[src/rtl/hardroc_data_receiver.sv]
// -----------------------------------------------------------------------------
// hardroc_data_receiver
//
// Deserialises the HARDROC readout stream that follows each StartReadout.
// Bits arrive on DOUT (active low) inside the TRANSMITON window (active low).
// Each bit is taken on a SampleEn strobe. The bits are packed MSB-first into
// 16-bit words, and each word is written to the USB-side data FIFO. When the
// acquisition run is over (AllDone) and the receiver is idle, DataTransmitDone
// is returned to the DAQ control stage.
//
// Optional build macro: HARDROC_HEADER_TRAILER_EN
//   defined   : each frame is 16'hFFAB, data words, 16'hFF45, word count
//   undefined : only the data words are written
//
// Ports
//   Clk               system clock, rising edge
//   reset_n           asynchronous active-low reset
//   DOUT              ASIC serial data, active low, asynchronous
//   TRANSMITON        ASIC transmit window, active low, asynchronous
//   SampleEn          one-Clk strobe per readout bit
//   StartReadout      rising edge arms one frame
//   AllDone           acquisition run finished (level)
//   ExternalFifoFull  USB data FIFO full
//   ParallelData      word to FIFO, held until the next write
//   ParallelDataValid one-Clk FIFO write strobe
//   DataTransmitDone  level to DAQ control
//   Overflow          sticky; a data word was dropped in the current frame
// -----------------------------------------------------------------------------
module hardroc_data_receiver (
  input  logic        Clk,
  input  logic        reset_n,
  input  logic        DOUT,
  input  logic        TRANSMITON,
  input  logic        SampleEn,
  input  logic        StartReadout,
  input  logic        AllDone,
  input  logic        ExternalFifoFull,
  output logic [15:0] ParallelData,
  output logic        ParallelDataValid,
  output logic        DataTransmitDone,
  output logic        Overflow
);

`ifdef HARDROC_HEADER_TRAILER_EN
  localparam logic [15:0] HEADER_WORD  = 16'hFFAB;
  localparam logic [15:0] TRAILER_WORD = 16'hFF45;

  typedef enum logic [2:0] {
    IDLE          = 3'd0,
    HEADER        = 3'd1,
    WAIT_TRANSMIT = 3'd2,
    RECEIVE       = 3'd3,
    FLUSH         = 3'd4,
    TRAILER       = 3'd5
  } state_t;
`else
  typedef enum logic [2:0] {
    IDLE          = 3'd0,
    WAIT_TRANSMIT = 3'd2,
    RECEIVE       = 3'd3,
    FLUSH         = 3'd4
  } state_t;
`endif

  state_t      state;
  logic [3:0]  bitCount;
  logic [15:0] wordCount;
  logic [15:0] shiftReg;
`ifdef HARDROC_HEADER_TRAILER_EN
  logic        trailerPhase;
`endif

  // Synchroniser and edge-detect registers
  logic doutSync_p0, doutSync_p1;
  logic txSync_p0, txSync_p1, txSync_p2;
  logic startReg_p0, startReg_p1;

  logic        dataBit;
  logic        txActive;
  logic        txRise;
  logic        startRise;
  logic [15:0] shiftNext;

  // Pads the partial word on the LSB side so its first bit sits at bit 15.
  // Only called with count in 1..15.
  function automatic logic [15:0] leftJustify(input logic [15:0] word,
                                              input logic [3:0]  count);
    logic [4:0] shamt;
    shamt = 5'd16 - {1'b0, count};
    return word << shamt;
  endfunction

  // Word counter that sticks at all-ones instead of wrapping.
  function automatic logic [15:0] satInc(input logic [15:0] value);
    return (value == 16'hFFFF) ? value : value + 16'd1;
  endfunction

  // ---- stage p0/p1: input synchronisers (idle level of the ASIC lines is 1)
  always_ff @(posedge Clk or negedge reset_n) begin
    if (!reset_n) begin
      doutSync_p0 <= 1'b1;
      doutSync_p1 <= 1'b1;
      txSync_p0   <= 1'b1;
      txSync_p1   <= 1'b1;
      txSync_p2   <= 1'b1;
      startReg_p0 <= 1'b0;
      startReg_p1 <= 1'b0;
    end else begin
      doutSync_p0 <= DOUT;
      doutSync_p1 <= doutSync_p0;
      txSync_p0   <= TRANSMITON;
      txSync_p1   <= txSync_p0;
      txSync_p2   <= txSync_p1;
      startReg_p0 <= StartReadout;
      startReg_p1 <= startReg_p0;
    end
  end

  assign dataBit   = ~doutSync_p1;
  assign txActive  = ~txSync_p1;
  // Window closing: synced TRANSMITON goes from 0 to 1.
  assign txRise    = txSync_p1 & ~txSync_p2;
  assign startRise = startReg_p0 & ~startReg_p1;
  assign shiftNext = {shiftReg[14:0], dataBit};

  // ---- stage p2: frame control, deserialiser and FIFO write port
  always_ff @(posedge Clk or negedge reset_n) begin
    if (!reset_n) begin
      state             <= IDLE;
      bitCount          <= 4'd0;
      wordCount         <= 16'd0;
      shiftReg          <= 16'd0;
      ParallelData      <= 16'h0000;
      ParallelDataValid <= 1'b0;
      DataTransmitDone  <= 1'b0;
      Overflow          <= 1'b0;
`ifdef HARDROC_HEADER_TRAILER_EN
      trailerPhase      <= 1'b0;
`endif
    end else begin
      ParallelDataValid <= 1'b0;
      DataTransmitDone  <= 1'b0;

      case (state)
        IDLE: begin
          DataTransmitDone <= AllDone;
          if (startRise) begin
            Overflow  <= 1'b0;
            wordCount <= 16'd0;
            bitCount  <= 4'd0;
            shiftReg  <= 16'd0;
`ifdef HARDROC_HEADER_TRAILER_EN
            state     <= HEADER;
`else
            state     <= WAIT_TRANSMIT;
`endif
          end
        end

`ifdef HARDROC_HEADER_TRAILER_EN
        HEADER: begin
          if (!ExternalFifoFull) begin
            ParallelData      <= HEADER_WORD;
            ParallelDataValid <= 1'b1;
            state             <= WAIT_TRANSMIT;
          end
        end
`endif

        WAIT_TRANSMIT: begin
          if (txActive) begin
            state <= RECEIVE;
          end
        end

        RECEIVE: begin
          // A strobe coinciding with the window closing is not a data bit:
          // txRise implies synced TRANSMITON is already high.
          if (txRise) begin
            state <= FLUSH;
          end else if (SampleEn && txActive) begin
            shiftReg <= shiftNext;
            bitCount <= bitCount + 4'd1;
            if (bitCount == 4'd15) begin
              if (!ExternalFifoFull) begin
                ParallelData      <= shiftNext;
                ParallelDataValid <= 1'b1;
                wordCount         <= satInc(wordCount);
              end else begin
                Overflow <= 1'b1;
              end
            end
          end
        end

        FLUSH: begin
          // First pass writes any partial word, second pass leaves.
          if (bitCount != 4'd0) begin
            bitCount <= 4'd0;
            if (!ExternalFifoFull) begin
              ParallelData      <= leftJustify(shiftReg, bitCount);
              ParallelDataValid <= 1'b1;
              wordCount         <= satInc(wordCount);
            end else begin
              Overflow <= 1'b1;
            end
          end else begin
`ifdef HARDROC_HEADER_TRAILER_EN
            trailerPhase <= 1'b0;
            state        <= TRAILER;
`else
            state        <= IDLE;
`endif
          end
        end

`ifdef HARDROC_HEADER_TRAILER_EN
        TRAILER: begin
          if (!ExternalFifoFull) begin
            ParallelDataValid <= 1'b1;
            if (!trailerPhase) begin
              ParallelData <= TRAILER_WORD;
              trailerPhase <= 1'b1;
            end else begin
              ParallelData <= wordCount;
              trailerPhase <= 1'b0;
              state        <= IDLE;
            end
          end
        end
`endif

        default: state <= IDLE;
      endcase
    end
  end

endmodule

[config.mk]
export PLATFORM = sky130hd
export DESIGN_NAME = hardroc_data_receiver
export DESIGN_NICKNAME = d
export VERILOG_FILES = /design/src/rtl/hardroc_data_receiver.sv
export SDC_FILE = /design/constraint.sdc
export NUM_CORES = 1
export LEC_CHECK = 0
export BUFFER_PORTS_ARGS = -buffer_cell sky130_fd_sc_hd__buf_4
export CAP_MARGIN = 10
export CELL_PAD_IN_SITES_DETAIL_PLACEMENT = 0
export CELL_PAD_IN_SITES_GLOBAL_PLACEMENT = 2
export CORE_UTILIZATION = 35
export DETAILED_ROUTE_END_ITERATION = 8
export PLACE_DENSITY_LB_ADDON = 0.15
export SETUP_SLACK_MARGIN = 0.2
export SYNTH_ARGS = -nofsm -noshare
export SYNTH_HDL_FRONTEND = slang
export SYNTH_SLANG_ARGS = --single-unit
[constraint.sdc]
create_clock -name Clk -period 2.7 [get_ports Clk]
set_clock_uncertainty 0.1 [all_clocks]
set_input_delay 0.27 -clock Clk [delete_from_list [all_inputs] [get_ports Clk]]
set_output_delay 0.27 -clock Clk [all_outputs]
set_load 0.03 [all_outputs]
Yosys cells after proc, flatten, opt, wreduce, memory -nomap -nowiden:

Cells that the tools add are included.

* $add $sub $neg: 2
* $mul: 0
* divide/modulo/power cells: 0
* order comparisons: 0
* eq/ne operators: 14
* shifts and indexed selects: 1
* mux-type cells: 35
* bitwise operators: 6
* reduce and logical (&&, ||, !) cells: 11

Operator list (count)
* $mux 16: 9
* $pmux 16 s2: 2
* $ne 2x2->1 const B: 10
* $mux 4: 4
* $shl 16x5->16: 1
* $mux 1: 12
* $mux 3: 4
* $pmux 3 s4: 1
* $pmux 4 s3: 1
* $reduce_and 4->1: 2
* $reduce_and 7->1: 1
* $eq 3x2->1 const B: 2
* $reduce_and 6->1: 1
* $reduce_and 5->1: 1
* $sub 5x4->5 const A: 1
* $add 4x1->4 const B: 1
* $eq 4x4->1 const B: 1
* $not 1->1: 4
* $reduce_bool 2->1: 2
* $reduce_bool 4->1: 1
* $eq 3x3->1 const B: 1
* $logic_not 3->1: 1
* $pmux 1 s3: 1
* $reduce_bool 3->1: 1
* other kinds (3): 4

* bits in registers: 49
* bits in latches: 0
* RAM bits: 0
* memory bits (read-only): 0
* bits of input ports: 8
* output and inout bits: 19
* logic and storage cells: 83
* memories: 0

Longest topological paths before layout:

Gate-level depths: netlist of the first run.

* word-level depth: 6
* depth in mapped cells: 10
* mapped depth without buffers: 7

Worst setup path after synthesis of the first run:

OpenSTA, ideal clock, no wires.

* path type: reg-to-reg
* from: register bitCount[0]
* to: register ParallelData[9]
* setup time: 137 ps
* arrival: 2368 ps
* required time: 2463 ps
* slack: 95 ps
* cell stages (with the launch flop): 9
* path buffers: 2
* period minus slack after synthesis: 2605 ps
* cells stage by stage: dfrtp_1 > buf_6 > buf_2 > inv_1 > ha_1 > xnor2_2 > mux4_2 > a222oi_1 > a21oi_1

* word-level cells in the longest chain between the ends: 5

Ends and longest elaborated chain
* start: declaration: line 66 `logic [3:0] bitCount;`
* start signal: assignment: line 183 `bitCount <= bitCount + 4'd1;`
* $sub 5x4->5: line 89 `shamt = 5'd16 - {1'b0, count};`
* $shl 16x5->16: line 90 `return word << shamt;`
* $mux 16: line 200 `if (!ExternalFifoFull) begin`
* $mux 16: line 198 `if (bitCount != 4'd0) begin`
* $pmux 16 s2: line 144 `case (state)`
* end signal: assignment: line 186 `ParallelData <= shiftNext;`
* end signal: assignment: line 201 `ParallelData <= leftJustify(shiftReg, bitCount);`
* end: declaration: line 38 `output logic [15:0] ParallelData,`

Parallel ways exist; a longest one is shown, timed or not. The select of a mux whose other input is x is not followed.
A chain may end at the register's enable or synchronous reset.

Worst setup path in the final report of the first run:

* from: register bitCount[1]
* to: register ParallelData[15]

The elaborated chain is that of the path after synthesis.

==> impl_metrics.csv, run 1 <==
group,metric,value,unit
run_status,outcome,"complete, no violations",
setup_path,cp-end-kind,"register",
layout,fin_util,43.4,%
place,io_buffer_count,26,
timing,finalSetupViolCount,0,
layout,multiInputGateArea,1390,um^2
grt,grtUsageTotal,16.9,%
yosys,seq_area_frac_synth,46.1,%
grt,grt_overflow,0,
setup_path,crit_arrival,2.48,ns
setup_path,required,2.82,ns
yosys,mappedNetlistArea,2680,um^2
clock_tree,h-tree-depth,2,
die,die_h,89.4,um
clock_tree,cts.path.max_buffers,2,
yosys,synth_cell_types,49,
route,drt_iter0_drc,285,
route,viasPerCell,5.51,
setup_path,ff2ff_setup_slack,0.34,ns
yosys,synth_edf_count,0,
layout,n_fill_cell,694,
timing,finalSetupTns,0,ns
route,drc,0,
clock_tree,cts_num_sinks,49,
min_path,hold_end,"DataTransmitDone$_DFF_PN0_",
clock_tree,clkSlewWorstSetupHoldPaths,0.09,ns
layout,fin_nets,276,
clock_tree,ctsResizeCount,0,
die,fp.dieW,89.4,um
setup_path,rr_endpoint,"ParallelData[15]$_DFFE_PN0P_",
timing,period_share,87.3,%
yosys,async_flop_share,100,%
layout,drive_gt1_share,27.0,%
die,num_io_pins,27,
power_and_ir_drop,p_leak,1.35,nW
yosys,synth_fp_nets,244,
route,wl_per_cell,17.2,um
timing,maxSlewViolCount,0,
timing,tightest_slew,0.699,ns
min_path,whs_path_depth,2,
route,drt-pass1-iter-count,6,
power_and_ir_drop,irDropWorstVdd,0.000284,V
min_path,min-delay-start,"AllDone",
power_and_ir_drop,power_density,1110,nW/um^2
route,totalWireLength,6310,um
clock_tree,cts_buffers,5,
setup_path,crit_path_max_fanout,9,
setup_path,criticalPathCategory,"reg -> reg",
setup_path,r2r_cells,8,
grt,grt_start_max_net_pins,50,
layout,diodes,0,
clock_tree,cts_root_buf,"clkbuf_8",
die,dieArea,8000,um^2
flow_run,maxCapViolCount,0,
yosys,synth_cells,234,
yosys,synth_area_per_cell,11.4,um^2
route,via_count,2015,
timing,rsz0062_at_grt,"false",
setup_path,r2r-start,"bitCount[1]$_DFFE_PN0P_",
layout,area_delta_synth_final,18.9,%
yosys,yosysWarnings,0,
timing,slew_headroom,53.4,%
timing,finalHoldViolations,0,
place,gp_congestion,0.817,
layout,seqCellArea,1230,um^2
timing,fin_crit,2.36,ns
die,fp-row-count,31,
yosys,ys_dominant_reg_cell,"dfrtp_1",
die,core-area,7330,um^2
setup_path,start_kind,"register",
grt,grt_pass1_vias,1827,
grt,antenna_found_initial,0,
min_path,hold_class,"in -> reg",
clock_tree,clock_latency,0.30,ns
place,hpwl,4370,um
timing,max_freq,424,MHz
route,antenna_left,0,
clock_tree,cts_tree,"yes",
yosys,synth-seq-cells,49,
grt,grt_pass1_wl,9970,um
die,start_util,36.5,%
==> critical path, stage by stage, from the launching register on <==
cell	delay, ns
dfrtp_1	0.43
inv_1	0.09
ha_4	0.20
xnor2_4	0.33
buf_4	0.19
mux4_2	0.51
nor3_1	0.19
a21oi_1	0.06
a31oi_1	0.17
==> logic make-up (layout without fill, tap and decap cells) <==
| kind of cell | count (synthesis) | in the layout | synth area share, % |
|---|---|---|---|
| XOR/XNOR | 3 | 3 | 1.96 |
| AO/OA/AOI/OAI | 65 | 65 | 17.5 |
| flip-flops | 49 | 49 | 46.1 |
| AND/OR/NAND/NOR | 61 | 61 | 11.7 |
| buffers and inverters | 18 | 51 | 3.32 |
| adder cells (fa/ha/maj) | 2 | 2 | 0.935 |
| multiplexers | 36 | 36 | 18.5 |
==> how the worst max path moves through the flow <==
stage                                  startpoint                            to  cells past startpoint
after floorplan           bitCount[0]$_DFFE_PN0P_  ParallelData[14]$_DFFE_PN0P_                      8
after global placement    bitCount[0]$_DFFE_PN0P_  ParallelData[13]$_DFFE_PN0P_                      6
after detailed placement  bitCount[1]$_DFFE_PN0P_  ParallelData[10]$_DFFE_PN0P_                      6
after CTS                 bitCount[1]$_DFFE_PN0P_  ParallelData[10]$_DFFE_PN0P_                      6
after global routing      bitCount[1]$_DFFE_PN0P_  ParallelData[10]$_DFFE_PN0P_                      6
final                     bitCount[1]$_DFFE_PN0P_  ParallelData[15]$_DFFE_PN0P_                      8
==> layout make-up <==
cell class,count,area share (%)
repair buffers,39,9.52
multi-input cells,167,43.6
inverters,4,0.472
flip-flops and latches,49,38.7
clock inverters,2,1.18
clock buffers,6,2.60
well taps,99,3.89
==> flip-flops by register name, summed over array words and instances, names as in the netlist, 3 cells and up <==
register and cells:
bitCount 4, ParallelData 16, state 3, shiftReg 16
==> through the flow <==
stage          cells  power, mW  worst slack [ns]  instance area (um^2)  hold WS [ns]
6_report         366       3.54             0.342                  3180        0.0703
2_1_floorplan    234       2.41             0.226                  2700        -0.126
4_1_cts          362       3.49             0.367                  3150        0.0655
3_3_place_gp     350       2.93             0.386                  2990         0.231
5_1_grt          366       3.77             0.200                  3180        0.0935
3_5_place_dp     350       2.92             0.403                  2990         0.233
==> where the power goes <==
| part | internal [mW] | total [mW] | switching (mW) |
|---|---|---|---|
| clock | 0.301 | 0.548 | 0.247 |
| sequential | 0.944 | 1.16 | 0.216 |
| combinational | 0.817 | 1.83 | 1.01 |
==> metal layers <==
layer | share of wire (%) | GRT usage [%]
met1 | 50 | 25.9
met5 | 0 | 0
met4 | 1.1 | 4.47
met3 | 4.7 | 3.05
met2 | 44 | 24.4
==> synth_stat cells, types with 2 or more instances <==
| master | n | share of area, % |
|---|---|---|
| a2bb2oi_1 | 2 | 0.65 |
| mux2_2 | 4 | 1.7 |
| inv_1 | 4 | 0.56 |
| dfrtp_1 | 44 | 41 |
| nor3_1 | 4 | 0.75 |
| mux2_4 | 4 | 2.2 |
| and3_1 | 2 | 0.47 |
| mux4_2 | 8 | 6.7 |
| clkbuf_1 | 6 | 0.84 |
| a222oi_1 | 5 | 1.9 |
| a21oi_2 | 2 | 0.65 |
| nor3b_1 | 3 | 0.84 |
| dfstp_2 | 5 | 4.9 |
| a22o_1 | 17 | 5.6 |
| a22oi_1 | 5 | 1.4 |
| buf_6 | 2 | 0.84 |
| nand3b_1 | 2 | 0.56 |
| nor2_1 | 23 | 3.2 |
| a21oi_1 | 19 | 3.6 |
| mux2_1 | 8 | 3.4 |
| mux2i_1 | 12 | 4.5 |
| ha_1 | 2 | 0.94 |
| nor2b_1 | 3 | 0.70 |
| and2_1 | 3 | 0.70 |
| buf_2 | 5 | 0.94 |
| nand2b_1 | 2 | 0.47 |
| o21ai_1 | 3 | 0.56 |
| nand2_1 | 9 | 1.3 |
| o21ai_0 | 3 | 0.56 |
| nand3_1 | 4 | 0.75 |
==> placed cells by master, fill, tap and decap left out, drive strengths merged, types with 3 or more instances in the layout <==
master       netlist  layout
mux2              16      16
nor3b              3       3
nand3              4       4
o21ai              6       6
buf                8      35
dlygate4sd3        0       4
nor3               5       5
mux2i             12      12
and2               3       3
a22o              17      17
a222oi             5       5
dfstp              5       5
nand2              9       9
a21oi             21      21
nor2b              3       3
a22oi              5       5
clkbuf             6       6
inv                4       4
nor2              23      23
dfrtp             44      44
mux4               8       8
==> what timing repair did <==
item,in CTS,in global routing
hold buffers,4,0
endpoints found under the setup margin,0,1
setup buffers,0,4
hold endpoints to repair,47,0
(Power assumes the default switching activity.)
==> run 2: changes to the inputs <==
==> constraint.sdc (replaced) <==
create_clock -name Clk -period 2.7 [get_ports Clk]
set_clock_uncertainty 0.1 [all_clocks]
set_input_delay 0.54 -clock Clk [delete_from_list [all_inputs] [get_ports Clk]]
set_output_delay 0.54 -clock Clk [all_outputs]
set_load 0.03 [all_outputs]
==> impl_metrics.csv, run 2 (synthesized netlist as in run 1, its figures left out) <==
group,metric,value,unit
run_status,outcome,"complete, no violations",
timing,slew_headroom,52.5,%
grt,grt_overflow,0,
setup_path,required,2.78,ns
setup_path,r2r-start,"bitCount[1]$_DFFE_PN0P_",
place,io_buffer_count,26,
timing,period_share,88.5,%
route,drc,0,
grt,antenna_found_initial,0,
die,dieArea,8000,um^2
timing,tightest_slew,0.713,ns
min_path,hold_class,"in -> async",
setup_path,crit_arrival,2.47,ns
power_and_ir_drop,irDropWorstVdd,0.000392,V
clock_tree,cts_root_buf,"clkbuf_8",
layout,top_regs,"ParallelData x16, shiftReg x16, bitCount x4",
clock_tree,clkSlewWorstSetupHoldPaths,0.09,ns
grt,grt_pass1_wl,10300,um
timing,rsz0062_at_grt,"false",
power_and_ir_drop,power_density,1110,nW/um^2
layout,n_fill_cell,704,
setup_path,start_kind,"register",
clock_tree,h-tree-depth,2,
route,drt-pass1-iter-count,5,
route,viasPerCell,5.48,
place,dp_slack,0.371,ns
setup_path,ff2ff_setup_slack,0.31,ns
clock_tree,ctsResizeCount,0,
place,gp_congestion,0.823,
setup_path,cp-end-kind,"register",
setup_path,r2r_cells,6,
setup_path,crit_path_end,"ParallelData[10]$_DFFE_PN0P_",
grt,grt_pass1_vias,1899,
layout,fin_nets,268,
route,drt_iter0_drc,262,
clock_tree,cts-hold-fix-buffers,0,
layout,diodes,0,
clock_tree,cts_tree,"yes",
timing,maxSlewViolCount,0,
die,start_util,36.5,%
route,via_count,1963,
die,num_io_pins,27,
timing,finalHoldViolations,0,
timing,max_freq,419,MHz
place,hpwl,4340,um
setup_path,rr_endpoint,"ParallelData[10]$_DFFE_PN0P_",
setup_path,critPathLaunch,"bitCount[1]$_DFFE_PN0P_",
clock_tree,post_cts_buffers,0,
setup_path,crit_path_max_fanout,10,
setup_path,criticalPathCategory,"reg -> reg",
timing,fin_crit,2.39,ns
timing,fin_hold_ws,0.148,ns
route,totalWireLength,6170,um
die,core-area,7330,um^2
power_and_ir_drop,p_leak,1.32,nW
flow_run,maxCapViolCount,0,
route,antenna_left,0,
timing,finalSetupViolCount,0,
power_and_ir_drop,power,3.45,mW
layout,drive_gt1_share,25.9,%
die,die_h,89.4,um
die,fp.dieW,89.4,um
grt,grt_start_max_net_pins,50,
clock_tree,cts_num_sinks,49,
layout,final_cell_mix,"44 x dfrtp_1, 31 x buf_4, 23 x nor2_1",
route,wl_per_cell,17.2,um
die,fp-row-count,31,
grt,grtUsageTotal,17.1,%
timing,finalSetupTns,0,ns
clock_tree,cts_buffers,5,
timing,finalWorstSetupSlack,0.311,ns
layout,area_delta_synth_final,16.1,%
clock_tree,clock_latency,0.30,ns
layout,final_common_cell,"dfrtp_1",
clock_tree,cts.path.max_buffers,2,
## run 2: changes by cell type in the layout (fill, tap and decap cells not counted)
cell / change
buf_4: -4
dlygate4sd3_1: -4
clkbuf_1: +1
clkinvlp_4: -1
## run 2: final cells by class
class	instances	area, um^2	share of cell area, %
sequential	49	1230	39.7
tap	99	124	3.99
clock inverter	1	30.0	0.967
timing repair buffer	31	233	7.49
inverter	4	15.0	0.483
clock buffer	7	86.3	2.78
multi-input combinational	167	1390	44.6
## run 2: critical path, stage by stage, from the launching register on
cell and delay, ns:
dfrtp_1 0.44, inv_1 0.09, ha_4 0.20, xnor2_4 0.35, mux4_2 0.57, a222oi_1 0.39
a21oi_1 0.12
## run 2: per-stage QoR
stage | cells | area (um^2) | util, %
2_1_floorplan | 234 | 2700 | -
3_3_place_gp | 350 | 2990 | 40.8
3_5_place_dp | 350 | 2990 | 40.8
4_1_cts | 358 | 3110 | 42.4
5_1_grt | 358 | 3110 | 42.4
6_report | 358 | 3110 | 42.4
## run 2: power by group
group	internal, mW	switching [mW]
clock	0.302	0.244
sequential	0.944	0.216
combinational	0.755	0.992
## run 2: worst min path at each step
stage	end	slack, ns	startpoint
2_1_floorplan	DataTransmitDone$_DFF_PN0_	0.14	reset_n
3_3_place_gp	doutSync_p1$_DFF_PN1_	0.25	doutSync_p0$_DFF_PN1_
3_5_place_dp	doutSync_p1$_DFF_PN1_	0.25	doutSync_p0$_DFF_PN1_
4_1_cts	state[0]$_DFFE_PN0P_	0.17	reset_n
5_1_grt	bitCount[1]$_DFFE_PN0P_	0.19	reset_n
6_report	state[0]$_DFFE_PN0P_	0.15	reset_n
## run 2: per-layer routing
metal  track usage [%]  up-vias  wire [um]
met5                 0        -          0
met2              24.6       66       2570
met4              4.04        0         68
met1              26.0      956       3200
li1                  -      935          -
met3              3.79        6        333
==> run 3: changes to the inputs <==
--- a/config.mk
+++ b/config.mk
@@ -5,11 +5,12 @@
 export SDC_FILE = /design/constraint.sdc
 export NUM_CORES = 1
 export LEC_CHECK = 0
+export ABC_AREA = 1
 export BUFFER_PORTS_ARGS = -buffer_cell sky130_fd_sc_hd__buf_4
 export CAP_MARGIN = 10
 export CELL_PAD_IN_SITES_DETAIL_PLACEMENT = 0
 export CELL_PAD_IN_SITES_GLOBAL_PLACEMENT = 2
-export CORE_UTILIZATION = 35
+export CORE_UTILIZATION = 34
 export DETAILED_ROUTE_END_ITERATION = 8
 export PLACE_DENSITY_LB_ADDON = 0.15
 export SETUP_SLACK_MARGIN = 0.2
==> constraint.sdc (replaced) <==
create_clock -name Clk -period 2.3 [get_ports Clk]
set_clock_uncertainty 0.1 [all_clocks]
set_input_delay 0.46 -clock Clk [delete_from_list [all_inputs] [get_ports Clk]]
set_output_delay 0.46 -clock Clk [all_outputs]
set_load 0.03 [all_outputs]
==> impl_metrics.csv, run 3 <==
group,metric,value,unit
run_status,outcome,"complete, no violations",
layout,final_common_cell,"nand2_1",
timing,period_share,83.0,%
setup_path,critPathSlowestCell,"dfrtp_1",
yosys,seq_area_frac_synth,43.1,%
route,drc,0,
power_and_ir_drop,power_frac_seq,31.5,%
grt,grt_overflow,0,
yosys,yosys-top-cells-area,"dfrtp_1 38%, nand2_1 15%, nand3_1 10%, o22ai_1 4.8%, dfstp_2 4.6%",
setup_path,crit_chain,"inv_2 > ha_2 > inv_1 > nand2_1 > nand2_2 > buf_4 > nand3_1 > nor2_1 > nor2_2 > a21oi_2",
min_path,hold_class,"in -> async",
route,drt_iter0_drc,148,
yosys,async_flop_share,100,%
die,num_io_pins,27,
timing,finalHoldViolations,0,
setup_path,start_kind,"register",
setup_path,cp-end-kind,"register",
route,via_count,2569,
layout,top_regs,"ParallelData x16, shiftReg x16, bitCount x4",
setup_path,ff2ff_setup_slack,0.39,ns
grt,grtUsageMet3,3.64,%
grt,grtUsageTotal,21.5,%
timing,maxSlewViolCount,0,
yosys,synth_area_per_cell,7.55,um^2
yosys,synth_cells,379,
die,core-area,8180,um^2
layout,fin_nets,416,
power_and_ir_drop,p_leak,1.54,nW
timing,finalSetupViolCount,0,
place,io_buffer_count,26,
layout,drive_gt1_share,20.1,%
die,dieArea,8780,um^2
grt,met1_usage,29.4,%
yosys,synth-seq-cells,49,
route,wl_per_cell,16.5,um
die,fp-row-count,33,
setup_path,crit_arrival,2.06,ns
timing,tightest_slew,0.823,ns
clock_tree,cts_root_buf,"clkbuf_8",
yosys,synth_cell_types,33,
power_and_ir_drop,p_clk_share,15.0,%
setup_path,criticalPathCategory,"reg -> reg",
timing,rsz0062_at_grt,"false",
power_and_ir_drop,p_int,1.84,mW
place,post_dp_cell_area,3140,um^2
grt,grt_busiest_layer,"met2",
die,start_util,35.0,%
setup_path,crit_path_max_fanout,16,
place,hpwl,6060,um
timing,finalSetupTns,0,ns
timing,fin_crit,1.91,ns
die,fp.dieW,93.7,um
clock_tree,h-tree-depth,2,
yosys,mappedNetlistArea,2860,um^2
setup_path,crit_family,"simple AND/OR/NAND/NOR gates",
grt,grt_use_met2,34.2,%
clock_tree,cts_buffers,5,
route,drt-pass1-iter-count,4,
layout,fin_util,40.0,%
power_and_ir_drop,switching_share,48.5,%
setup_path,r2r_cells,10,
layout,final_area,3270,um^2
yosys,synth_edf_count,0,
clock_tree,clkSlewWorstSetupHoldPaths,0.10,ns
route,viasPerCell,5.02,
clock_tree,cts_num_sinks,49,
power_and_ir_drop,power_density,1100,nW/um^2
power_and_ir_drop,p_sw,1.74,mW
clock_tree,clock_latency,0.31,ns
grt,grt_start_max_net_pins,50,
yosys,synthTopCellsByCount,"113 x nand2_1, 58 x nand3_1, 44 x dfrtp_1",
grt,grt_pass1_vias,2628,
timing,max_freq,524,MHz
power_and_ir_drop,comb_power_share,53.6,%
die,die_h,93.7,um
yosys,synth_fp_nets,389,
yosys,yosys.area.top_type_share,38.5,%
layout,n_fill_cell,880,
place,gp_congestion,0.881,
setup_path,crit_buf_inv,3,
timing,slew_headroom,45.2,%
yosys,yosysTopAreaCell,"dfrtp_1",
grt,grt_pass1_wl,14000,um
setup_path,path_depth,10,
clock_tree,cts.path.max_buffers,2,
clock_tree,cts_tree,"yes",
yosys,yosysWarnings,0,
power_and_ir_drop,irDropWorstVdd,0.000490,V
layout,diodes,0,
setup_path,cpPeakStageDelay,0.44,ns
route,totalWireLength,8440,um
layout,final_cell_mix,"113 x nand2_1, 58 x nand3_1, 44 x dfrtp_1",
setup_path,required,2.45,ns
yosys,ys_dominant_reg_cell,"dfrtp_1",
flow_run,maxCapViolCount,0,
layout,area_delta_synth_final,14.3,%
yosys,yosysMostFrequentCell,"nand2_1",
route,antenna_left,0,
grt,antenna_found_initial,0,
==> run 3: logic make-up (layout without fill, tap and decap cells) <==
kind of cell    after synthesis  count (layout)  synth area share, %
simple gates                225             225                 36.0
buf+inv                      54              82                 9.01
flops                        49              49                 43.1
compound gates               47              47                 10.5
fa+ha+maj                     2               2                0.875
xor+xnor                      2               2                0.613
==> run 3: path summary, 6_finish.rpt <==
path                                          endpoint                     from
max in group asynchronous         state[2]$_DFFE_PN0P_                  reset_n
max reg2reg                ParallelData[9]$_DFFE_PN0P_  bitCount[0]$_DFFE_PN0P_
max                        ParallelData[9]$_DFFE_PN0P_  bitCount[0]$_DFFE_PN0P_
min reg2reg                        txSync_p1$_DFF_PN1_      txSync_p0$_DFF_PN1_
min                           shiftReg[13]$_DFFE_PN0P_                  reset_n
min in group Clk                 doutSync_p0$_DFF_PN1_                     DOUT
==> run 3: through the flow <==
step                      total power [mW]  hold WS, ns  cells  setup WS [ns]
after floorplan                       2.51       0.0644    379          0.209
after global placement                3.05        0.246    503          0.294
after detailed placement              3.04        0.247    503          0.284
after CTS                             3.60        0.108    511          0.248
after global routing                  3.89        0.121    512          0.200
final                                 3.58       0.0828    512          0.391
==> run 3: power by group through the flow <==
stage | Combinational [mW] | Clock (mW) | Sequential (mW)
after CTS | 1.90 | 0.567 | 1.13
after global placement | 1.91 | 0 | 1.14
after global routing | 2.14 | 0.592 | 1.15
after floorplan | 1.23 | 0 | 1.28
final | 1.92 | 0.536 | 1.13
after detailed placement | 1.90 | 0 | 1.14
==> run 3: layout make-up <==
type,count,area [um^2],share of cell area (%)
multi-input combinational,276,1380,42.3
clock inverter,3,21.3,0.651
tap,105,131,4.02
sequential,49,1230,37.7
clock buffer,5,68.8,2.10
inverter,39,159,4.86
timing repair buffer,35,275,8.42
==> run 3: metal layers <==
metal / up-vias / wire [um]
met1: 1204 / 4190
met4: 0 / 159
met2: 54 / 3780
li1: 1296 / -
met3: 15 / 306
met5: - / 0
==> run 3: what timing repair did <==
action                     4_1_cts  5_1_grt
setup endpoints to repair        0        9
hold buffers                     0        0
buffers inserted                 0        1
resized for setup                0        4
